**src/rtl/instr_fetch_unit_pkg.sv**
```systemverilog
// Shared types and constants for the instruction fetch front-end.
// Optional halt support (FETCH_HALT_EN) uses StHalted and OpHalt from here.
package instr_fetch_unit_pkg;

   typedef enum logic [2:0] {
      StIdle   = 3'd0,
      StWaitI  = 3'd1,
      StCapI   = 3'd2,
      StWaitM  = 3'd3,
      StCapM   = 3'd4,
      StHold   = 3'd5,
      StHalted = 3'd6
   } fetch_state_e;

   localparam logic [2:0] OpMv   = 3'b000;
   localparam logic [2:0] OpMvi  = 3'b001;
   localparam logic [2:0] OpAdd  = 3'b010;
   localparam logic [2:0] OpSub  = 3'b011;
   localparam logic [2:0] OpHalt = 3'b111;

   // Instruction word layout: III XXX YYY
   localparam int unsigned InstrW    = 9;
   localparam int unsigned OpcodeMsb = 8;
   localparam int unsigned OpcodeLsb = 6;
   localparam int unsigned RxMsb     = 5;
   localparam int unsigned RxLsb     = 3;
   localparam int unsigned RyMsb     = 2;
   localparam int unsigned RyLsb     = 0;

   function automatic logic [2:0] opcode_of(input logic [InstrW-1:0] word);
      return word[OpcodeMsb:OpcodeLsb];
   endfunction

endpackage

```
**src/rtl/instr_fetch_unit_fetch_pc.sv**
```systemverilog
// Program counter for the fetch unit: ADDR_W-bit counter that wraps modulo
// 2^ADDR_W, with increment and synchronous clear.
module instr_fetch_unit_fetch_pc #(
   parameter int unsigned ADDR_W = 5
) (
   input  logic              clk,
   input  logic              reset,
   input  logic              inc,
   input  logic              clr,
   output logic [ADDR_W-1:0] pc
);

   logic [ADDR_W-1:0] pc_q, pc_d;

   always_comb begin
      pc_d = pc_q;
      if (clr) begin
         pc_d = '0;
      end else if (inc) begin
         pc_d = pc_q + 1'b1;
      end
   end

   always_ff @(posedge clk or posedge reset) begin
      if (reset) begin
         pc_q <= '0;
      end else begin
         pc_q <= pc_d;
      end
   end

   assign pc = pc_q;

endmodule

```
**src/rtl/instr_fetch_unit.sv**
```systemverilog
// Fetch front-end: reads instruction (and mvi immediate) words from a
// synchronous-read memory and presents them with a valid/ready handshake.
// Define FETCH_HALT_EN to treat opcode 111 as halt and add the halted port.
module instr_fetch_unit
   import instr_fetch_unit_pkg::*;
#(
   parameter int unsigned ADDR_W = 5,
   parameter int unsigned DATA_W = 16,
   parameter logic [2:0]  OP_MVI = OpMvi
) (
   input  logic              clk,
   input  logic              reset,
   input  logic              run,
   output logic [ADDR_W-1:0] addr,
   input  logic [DATA_W-1:0] DIN,
   output logic [InstrW-1:0] instr,
   output logic [DATA_W-1:0] imm,
   output logic              instr_valid,
   input  logic              instr_ready,
   output logic [ADDR_W-1:0] pc_out
`ifdef FETCH_HALT_EN
   ,
   output logic              halted
`endif
);

   fetch_state_e      state_q, state_d;
   logic [ADDR_W-1:0] pc;
   logic              pc_inc;
   logic              cap_i;
   logic              cap_m;
   logic [InstrW-1:0] instr_q;
   logic [DATA_W-1:0] imm_q;
   logic [ADDR_W-1:0] pc_out_q;
   logic              valid_q;
   logic              valid_d;

   instr_fetch_unit_fetch_pc #(
      .ADDR_W (ADDR_W)
   ) u_fetch_pc (
      .clk   (clk),
      .reset (reset),
      .inc   (pc_inc),
      .clr   (1'b0),
      .pc    (pc)
   );

   always_comb begin
      state_d = state_q;
      pc_inc  = 1'b0;
      cap_i   = 1'b0;
      cap_m   = 1'b0;
      case (state_q)
         StIdle: begin
            if (run) state_d = StWaitI;
         end
         StWaitI: begin
            state_d = StCapI;
         end
         StCapI: begin
            cap_i   = 1'b1;
            pc_inc  = 1'b1;
            state_d = (DIN[OpcodeMsb:OpcodeLsb] == OP_MVI) ? StWaitM : StHold;
         end
         StWaitM: begin
            state_d = StCapM;
         end
         StCapM: begin
            cap_m   = 1'b1;
            pc_inc  = 1'b1;
            state_d = StHold;
         end
         StHold: begin
            if (instr_ready) begin
               state_d = run ? StWaitI : StIdle;
`ifdef FETCH_HALT_EN
               if (opcode_of(instr_q) == OpHalt) state_d = StHalted;
`endif
            end
         end
`ifdef FETCH_HALT_EN
         StHalted: begin
            state_d = StHalted;
         end
`endif
         default: begin
            state_d = StIdle;
         end
      endcase
   end

   // Valid is registered and therefore tracks exactly the cycles spent in StHold.
   assign valid_d = (state_d == StHold);

   always_ff @(posedge clk or posedge reset) begin
      if (reset) begin
         state_q  <= StIdle;
         instr_q  <= '0;
         imm_q    <= '0;
         pc_out_q <= '0;
         valid_q  <= 1'b0;
      end else begin
         state_q <= state_d;
         valid_q <= valid_d;
         if (cap_i) begin
            instr_q  <= DIN[InstrW-1:0];
            pc_out_q <= pc;
            imm_q    <= '0;
         end
         if (cap_m) begin
            imm_q <= DIN;
         end
      end
   end

   assign addr        = pc;
   assign instr       = instr_q;
   assign imm         = imm_q;
   assign instr_valid = valid_q;
   assign pc_out      = pc_out_q;
`ifdef FETCH_HALT_EN
   assign halted      = (state_q == StHalted);
`endif

endmodule
```
**config.mk**
```make
export PLATFORM = sky130hd
export DESIGN_NAME = instr_fetch_unit
export DESIGN_NICKNAME = d
export VERILOG_FILES = /design/src/rtl/instr_fetch_unit_pkg.sv /design/src/rtl/instr_fetch_unit_fetch_pc.sv /design/src/rtl/instr_fetch_unit.sv
export SDC_FILE = /design/constraint.sdc
export NUM_CORES = 1
export LEC_CHECK = 0
export CAP_MARGIN = 10
export CORE_MARGIN = 10
export CORE_UTILIZATION = 45
export CTS_CLUSTER_SIZE = 40
export DETAILED_ROUTE_END_ITERATION = 12
export PLACE_DENSITY = 0.81
export SLEW_MARGIN = 0
export SYNTH_ARGS = -nofsm -noshare
export SYNTH_HDL_FRONTEND = slang
export SYNTH_SLANG_ARGS = --single-unit
export TNS_END_PERCENT = 10
```
**constraint.sdc**
```tcl
create_clock -name clk -period 1.8 [get_ports clk]
set_input_delay 0.27 -clock clk [delete_from_list [all_inputs] [get_ports clk]]
set_output_delay 0.27 -clock clk [all_outputs]
set_load 0.03 [all_outputs]
```
==> results of run 1 <==
==> logic make-up (layout without fill, tap and decap cells) <==
| kind of cell | count (synthesis) | in the layout | synth area share, % |
|---|---|---|---|
| adder cells (fa/ha/maj) | 1 | 1 | 0.751 |
| AND/OR/NAND/NOR | 16 | 16 | 5.41 |
| AO/OA/AOI/OAI | 36 | 36 | 18.8 |
| buffers and inverters | 9 | 71 | 3.15 |
| XOR/XNOR | 5 | 5 | 2.63 |
| multiplexers | 16 | 16 | 10.7 |
| flip-flops | 39 | 39 | 58.6 |
==> Yosys cell counts <==
library cell / instances
mux2i_1: 1
nor2_4: 1
xor2_1: 4
o22a_1: 1
nor2_1: 5
nor3b_1: 1
o21bai_2: 1
nand4b_1: 1
nor2b_1: 1
dfrtp_1: 39
nand3_1: 1
nand2b_1: 1
inv_1: 1
o31ai_1: 1
nand2_1: 2
ha_1: 1
mux2_2: 15
xnor2_1: 1
a22o_1: 32
clkbuf_1: 1
nor3_1: 2
o21ai_0: 1
buf_2: 3
buf_4: 4
nor4b_1: 1
==> power by group through the flow <==
stage	registers, mW	clock network, mW	logic [mW]
2_1_floorplan	2.28	0	1.03
3_3_place_gp	1.56	0	2.72
3_5_place_dp	1.59	0	2.80
4_1_cts	1.58	0.653	2.81
5_1_grt	1.65	0.691	2.95
6_report	1.58	0.632	2.77
==> layout make-up <==
type	count	area, um^2
fill	290	1250
sequential	39	976
multi-input combinational	74	641
timing repair buffer	62	603
clock buffer	8	100
tap	48	60.1
inverter	1	3.75
==> through the flow <==
stage | area, um^2 | hold slack (ps)
4_1_cts | 2380 | 321
3_3_place_gp | 2280 | 489
5_1_grt | 2380 | 342
2_1_floorplan | 1670 | 418
6_report | 2380 | 323
3_5_place_dp | 2280 | 494
==> tightest hold or removal path, delay by kind of cell <==
family	cells	cell delay [ps]
buf+inv	3	720
==> metal layers <==
layer	GRT usage [%]	vias to the layer above	share of wire (%)
met2	22.7	47	49
met5	0	-	0
met4	3.63	0	1.1
met3	4.86	7	8.3
met1	14.8	629	41
li1	-	580	-
==> flip-flops by register name, indices dropped and copies added, names as in the netlist <==
register and flops:
instr_valid 1, imm 16, instr 9, state_q 3
u_fetch_pc.pc 5, pc_out 5
==> cells in the final DEF, fill, tap and decap left out, types with 2 or more instances in the layout <==
cell type	Yosys	layout
a22o_1	32	32
buf_4	4	7
clkbuf_8	0	7
clkdlybuf4s50_1	0	55
dfrtp_1	39	39
mux2_2	15	15
nand2_1	2	2
nor2_1	5	4
nor3_1	2	2
xor2_1	4	4
==> worst max-delay path by stage <==
stage                          start  endpoint  slack [ps]  cells past startpoint
floorplan                 state_q[2]  instr[0]         430                      4
global placement          state_q[1]   imm[15]         240                      3
finish              u_fetch_pc.pc[0]   addr[0]          90                      1
detailed placement        state_q[1]    imm[1]         180                      3
global route        u_fetch_pc.pc[0]   addr[0]          20                      1
CTS                 u_fetch_pc.pc[0]   addr[0]          70                      1
==> repair_timing <==
action	in CTS	in global routing
hold buffers	0	0
setup buffers	0	0
setup endpoints to repair	0	1
resized for setup	0	1
==> impl_metrics.yaml, run 1 <==
final_layout:
  antenna_cells: 0
  post-route-util_pct: 65.6
  final_nets: 204
  drive_gt1_share_pct: 17.4
  syn2layout_area_growth_pct: 43.0
  final_cells: 232
setup_path:
  crit_buf_inv: 1
  r2r-start: "state_q[2]"
  path_max_fanout: 5
  critPathTopFamily: "buffers and inverters"
  r2r_end: "instr[1]"
  cp.required_ps: 1530
  worstRegToRegCells: 3
  cpMaxStageDelayCell: "clkdlybuf4s50_1"
  path_class: "register to primary output"
  cp.arrival_ps: 1440
  cpPeakStageDelay_ps: 720
  start_kind: "register"
  path_cells: "clkdlybuf4s50_1"
  cp-end-kind: "primary output"
  regToRegSetupSlack_ps: 320
clock_network:
  clkTransAtPathRegs_ps: 70
  htreeDepth: 2
  cts_buffers: 5
  root_buffer: "clkbuf_8"
  cts_buffer_depth: 2
  clk_latency_ps: 280
  cts.sinks: 39
  cts_tree: "done"
route:
  drc: 0
  drt-pass1-iter-count: 4
  ant_nets: 0
  via_per_inst: 5.44
  num_vias: 1263
  finalWirelength_um: 4230
  drt_iter0_drc: 65
  post_drt_wl_per_cell_um: 18.2
timing:
  rsz0062_at_grt: "no"
  worst_slew_pin_slew_ps: 604
  setup_viol: 0
  fin_crit_sh_pct: 94.9
  fmax_mhz: 586
  tns_ps: 0
  hold_viol: 0
  fin_skew_ps: 5.54
  slew_viol_final: 0
  setup_ws_ps: 92.1
  period_minus_slack_ps: 1710
  max_slew_margin_pct: 59.7
floorplanning:
  die_x_um: 80.9
  core_area_mm2: 0.00363
  io_pins: 56
  fp-row-count: 22
  start_util_pct: 45.9
  die_h_um: 80.9
  die_area_mm2: 0.00654
placement:
  numPortBuffers: 55
  placed_cells: 224
  gp_congestion: 0.717
  dpl.hpwl_um: 3180
  dp_slack_ps: 177
power_and_ir_drop:
  power_leakage_nw: 1.05
  pwr-share-seq_pct: 31.7
  p_sw_mw: 2.09
  power_frac_comb_pct: 55.6
  ir_drop_mv: 1.02
  finalPower_mw: 4.99
  clock_power_share_pct: 12.7
  netSwitchingFraction_pct: 41.8
  p_per_area_mw_per_mm2: 2090
  intPower_mw: 2.90
logic_synthesis:
  avgSynthCellArea_um2: 13.7
  yosysTopAreaCell: "dfrtp_1"
  syn_inst: 122
  yosysWarnings: 0
  syn_nets: 143
  synth_cell_types: 25
  ys_seq_area_share_pct: 58.6
  syn_area_mm2: 0.00167
  synth.area.top_cells: "dfrtp_1, a22o_1, mux2_2"
  synth_top_area_share_pct: 58.6
  synth_seq_cells: 39
grt:
  grt_pass1_wl_um: 6760
  overflow: 0
  grt_usage_pct: 13.1
  grt_max_degree: 22
  grt_antenna_before_repair: 0
  grt_pass1_vias: 1349
run_status:
  status: "finished, final reports clean"
min_path:
  hp-class: "input port to async pin"
job:
  drv_cap: 0
No activity file was read; power rests on OpenSTA's default activity.
==> run 2: changes to the inputs <==
--- a/config.mk
+++ b/config.mk
@@ -6,11 +6,14 @@
 export NUM_CORES = 1
 export LEC_CHECK = 0
 export CAP_MARGIN = 10
+export CELL_PAD_IN_SITES_DETAIL_PLACEMENT = 2
+export CELL_PAD_IN_SITES_GLOBAL_PLACEMENT = 2
 export CORE_MARGIN = 10
-export CORE_UTILIZATION = 45
+export CORE_UTILIZATION = 30
+export CTS_BUF_LIST = sky130_fd_sc_hd__clkbuf_4 sky130_fd_sc_hd__clkbuf_8
 export CTS_CLUSTER_SIZE = 40
 export DETAILED_ROUTE_END_ITERATION = 12
-export PLACE_DENSITY = 0.81
+export PLACE_DENSITY = 0.83
 export SLEW_MARGIN = 0
 export SYNTH_ARGS = -nofsm -noshare
 export SYNTH_HDL_FRONTEND = slang
==> run 2 against run 1 <==
  * Routed wire length rose by 23%
  * Largest power group unchanged
  * Die area up 37%
  * First-iteration DRC count fell by 42%
  * Register-to-register slack got worse by 180 ps
  * Critical path type unchanged
  * Clock-buffer cell count is the same
  * Sequential share of layout area shrank 0.57 points
  * Design area grew 1.4%
  * Cell count is 10% higher
  * Sequential power about the same
==> impl_metrics.yaml, run 2 (synthesis results as in run 1) <==
clock_network:
  cts_buffer_depth: 2
  clkTransAtPathRegs_ps: 80
  post_cts_buffers: 0
  cts_tree: "done"
  cts.sinks: 39
  cts_buffers: 5
  clk_latency_ps: 280
  htreeDepth: 2
  root_buffer: "clkbuf_8"
grt:
  grt_pass1_vias: 1525
  overflow: 0
  grt_antenna_before_repair: 0
  grt_max_degree: 40
  grt_usage_pct: 11.9
  grt_pass1_wl_um: 8280
setup_path:
  cp.required_ps: 1530
  cpMaxStageDelayCell: "clkdlybuf4s50_1"
  crit_buf_inv: 1
  regToRegSetupSlack_ps: 140
  cp.arrival_ps: 1460
  worstRegToRegCells: 4
  path_cells: "clkdlybuf4s50_1"
  cp-end-kind: "primary output"
  r2r-start: "state_q[1]"
  path_class: "register to primary output"
  path_max_fanout: 5
  critPathTopFamily: "buffers and inverters"
  start_kind: "register"
  cpPeakStageDelay_ps: 720
  r2r_end: "imm[2]"
route:
  via_per_inst: 4.92
  drc: 0
  drt-pass1-iter-count: 4
  num_vias: 1260
  ant_nets: 0
  finalWirelength_um: 5220
  post_drt_wl_per_cell_um: 20.4
  drt_iter0_drc: 38
timing:
  hold_viol: 0
  holdWs_ps: 414
  max_slew_margin_pct: 53.0
  period_minus_slack_ps: 1730
  slew_viol_final: 0
  fmax_mhz: 577
  fin_crit_sh_pct: 96.3
  fin_skew_ps: 2.20
  setup_viol: 0
  rsz0062_at_grt: "no"
  worst_slew_pin_slew_ps: 704
  tns_ps: 0
power_and_ir_drop:
  p_per_area_mw_per_mm2: 2120
  ir_drop_mv: 0.896
  finalPower_mw: 5.13
  power_leakage_nw: 1.05
floorplanning:
  die_x_um: 94.5
  start_util_pct: 30.6
  core_area_mm2: 0.00544
  die_area_mm2: 0.00894
  fp-row-count: 27
  io_pins: 56
  die_h_um: 94.5
final_layout:
  final_nets: 204
  final_cell_mix: "clkdlybuf4s50_1, dfrtp_1, a22o_1"
  syn2layout_area_growth_pct: 45.0
  antenna_cells: 0
  layout_commonest_cell: "clkdlybuf4s50_1"
  largest_reg_flops: 16
  drive_gt1_share_pct: 17.9
min_path:
  hp-class: "input port to async pin"
job:
  drv_cap: 0
placement:
  dpl.hpwl_um: 3830
  gp_congestion: 0.708
  numPortBuffers: 55
run_status:
  status: "finished, final reports clean"
-- run 2: how the worst max path moves through the flow --
stage	from	slack, ps	endpoint	cells past startpoint
floorplan	state_q[2]	430	instr[0]	4
global placement	state_q[1]	230	imm[15]	3
finish	u_fetch_pc.pc[0]	70	addr[0]	1
detailed placement	state_q[1]	120	imm[15]	3
global route	state_q[1]	0.5	imm[1]	4
CTS	u_fetch_pc.pc[0]	50	addr[0]	1
-- run 2: where the power goes --
group | internal (mW) | switching (mW) | total [mW]
Clock | 0.365 | 0.300 | 0.665
Sequential | 1.28 | 0.319 | 1.60
Combinational | 1.29 | 1.58 | 2.87
Total | 2.94 | 2.20 | 5.13
-- run 2: stage by stage --
step / instance area [um^2] / util [%] / cells / setup WS (ps)
3_5_place_dp: 2310 / 42.5 / 248 / 118
6_report: 2420 / 44.4 / 256 / 67.0
5_1_grt: 2420 / 44.4 / 256 / 0.452
2_1_floorplan: 1670 / - / 122 / 427
3_3_place_gp: 2310 / 42.5 / 248 / 235
4_1_cts: 2410 / 44.4 / 256 / 45.7
-- run 2: layout make-up --
class	instances	area, um^2
Timing Repair Buffer	62	603
Sequential cell	39	976
Tap cell	72	90.1
Fill cell	555	3020
Clock buffer	8	104
Multi-Input combinational cell	74	641
Inverter	1	3.75
-- run 2: per-layer routing --
metal  vias to the layer above  wire (um)  GRT usage, %
met5                         -          0             0
met4                         0         51          3.37
met3                         4        304          3.81
met2                        29       2810          21.9
met1                       651       2060          12.6
li1                        576          -             -
-- run 2: repair_timing --
action | CTS | global route
hold endpoints to repair | 0 | 0
setup endpoints to repair | 0 | 8
gates resized for setup | 0 | 1
hold buffers | 0 | 0
==> run 3: changes to the inputs <==
--- a/config.mk
+++ b/config.mk
@@ -8,7 +8,6 @@
 export CAP_MARGIN = 10
 export CELL_PAD_IN_SITES_DETAIL_PLACEMENT = 2
 export CELL_PAD_IN_SITES_GLOBAL_PLACEMENT = 2
-export CORE_MARGIN = 10
 export CORE_UTILIZATION = 30
 export CTS_BUF_LIST = sky130_fd_sc_hd__clkbuf_4 sky130_fd_sc_hd__clkbuf_8
 export CTS_CLUSTER_SIZE = 40
==> run 3 against run 2 <==
  * Combinational power down 2%
  * Total power is 0.79% lower
  * Core utilization is 1.5 points higher
  * Critical path depth unchanged
  * Clock skew is essentially flat
  * Critical endpoint is now addr[2]
  * Largest cell class unchanged
  * Largest power group unchanged
==> impl_metrics.yaml, run 3 (synthesis results as in run 1) <==
setup_path:
  path_class: "register to primary output"
  cp-end-kind: "primary output"
  cp.required_ps: 1530
  start_kind: "register"
  cpMaxStageDelayCell: "clkdlybuf4s50_1"
  critPathLaunch: "u_fetch_pc.pc[2]"
  regToRegSetupSlack_ps: 140
  r2r_end: "pc_out[0]"
  path_max_fanout: 5
  path_cells: "clkdlybuf4s50_1"
  cp.arrival_ps: 1440
  cp.depth: 1
  critPathTopFamily: "buffers and inverters"
  cpPeakStageDelay_ps: 710
  worstRegToRegCells: 4
  r2r-start: "state_q[1]"
  crit_buf_inv: 1
  setup.worst_path.end: "addr[2]"
grt:
  grt_use_met2_pct: 30.9
  grt_usage_pct: 17.7
  grt_pass1_wl_um: 8070
  grt_max_degree: 40
  met3_usage_pct: 4.79
  grt_pass1_vias: 1492
  grt_antenna_before_repair: 0
  top_usage_layer: "met2"
  met1_usage_pct: 21.7
  overflow: 0
route:
  num_vias: 1289
  ant_nets: 0
  drc: 0
  finalWirelength_um: 4860
  via_per_inst: 5.12
  post_drt_wl_per_cell_um: 19.3
  drt_iter0_drc: 47
  drt-pass1-iter-count: 4
timing:
  fin_skew_ps: 2.23
  max_slew_margin_pct: 54.8
  rsz0062_at_grt: "no"
  holdWs_ps: 407
  worst_slew_pin_slew_ps: 678
  slew_viol_final: 0
  period_minus_slack_ps: 1710
  fin_crit_sh_pct: 94.8
  tns_ps: 0
  hold_viol: 0
  setup_viol: 0
  fmax_mhz: 586
final_layout:
  regArea_um2: 977
  post-route-util_pct: 46.0
  largest_reg_flops: 16
  design_area_mm2: 0.00241
  multiInputGateArea_um2: 648
  drive_gt1_share_pct: 17.6
  syn2layout_area_growth_pct: 44.5
  final_cell_mix: "clkdlybuf4s50_1, dfrtp_1, a22o_1"
  nFillCells: 526
  layout_commonest_cell: "clkdlybuf4s50_1"
  final_nets: 202
  antenna_cells: 0
placement:
  dpl_cell_area_mm2: 0.00229
  dpl.hpwl_um: 3350
  gp_congestion: 0.734
  numPortBuffers: 55
power_and_ir_drop:
  p_per_area_mw_per_mm2: 2110
  ir_drop_mv: 0.836
  power_leakage_nw: 1.04
floorplanning:
  die_h_um: 76.5
  core_area_mm2: 0.00524
  die_area_mm2: 0.00586
  io_pins: 56
  die_x_um: 76.5
  start_util_pct: 31.8
  fp-row-count: 26
clock_network:
  root_buffer: "clkbuf_8"
  post_cts_buffers: 0
  cts.sinks: 39
  htreeDepth: 2
  cts_tree: "done"
  cts_buffers: 5
  postCtsHoldBufs: 0
  clkTransAtPathRegs_ps: 80
  clk_latency_ps: 280
  cts_buffer_depth: 2
min_path:
  hp-class: "input port to async pin"
run_status:
  status: "finished, final reports clean"
job:
  drv_cap: 0
[run 3: changes by cell type in the layout (fill, tap and decap cells not counted), sizes merged]
cell  change
buf       -2
[run 3: cell type report]
class,count,share of cell area [%]
Clock buffer,8,4.31
Inverter,1,0.156
Multi-Input combinational cell,74,26.9
Sequential cell,39,40.6
Tap cell,70,3.64
Timing Repair Buffer,60,24.4
[run 3: timing repair]
action	CTS	global route
gates resized for setup	1	2
setup endpoints to repair	3	28
gates cloned	0	0
pin swaps	0	0
[run 3: through the flow]
step / std cells / worst slack (ps) / power (mW)
floorplan: 122 / 427 / 3.31
global placement: 244 / 175 / 4.25
detailed placement: 244 / 17.6 / 4.41
CTS: 252 / 48.9 / 5.13
global route: 252 / 26.4 / 5.38
finish: 252 / 93.3 / 5.09
[run 3: per-layer routing]
layer	share of wire, %	vias up
met1	43	659
met5	0	-
met4	1.1	0
met3	5.3	6
li1	-	575
met2	51	49
[run 3: worst min path at each step]
stage                  endpoint  slack, ps              from  cells after the start
5_1_grt                  imm[0]        460             reset                      3
2_1_floorplan        state_q[0]        420               run                      1
4_1_cts                  imm[0]        430             reset                      3
3_3_place_gp   u_fetch_pc.pc[4]        490  u_fetch_pc.pc[4]                      1
3_5_place_dp   u_fetch_pc.pc[4]        490  u_fetch_pc.pc[4]                      1
6_report                 imm[0]        410             reset                      3
[run 3: report_power, final]
| part | internal [mW] | switching [mW] |
|---|---|---|
| logic | 1.27 | 1.55 |
| registers | 1.28 | 0.331 |
| clock network | 0.365 | 0.297 |
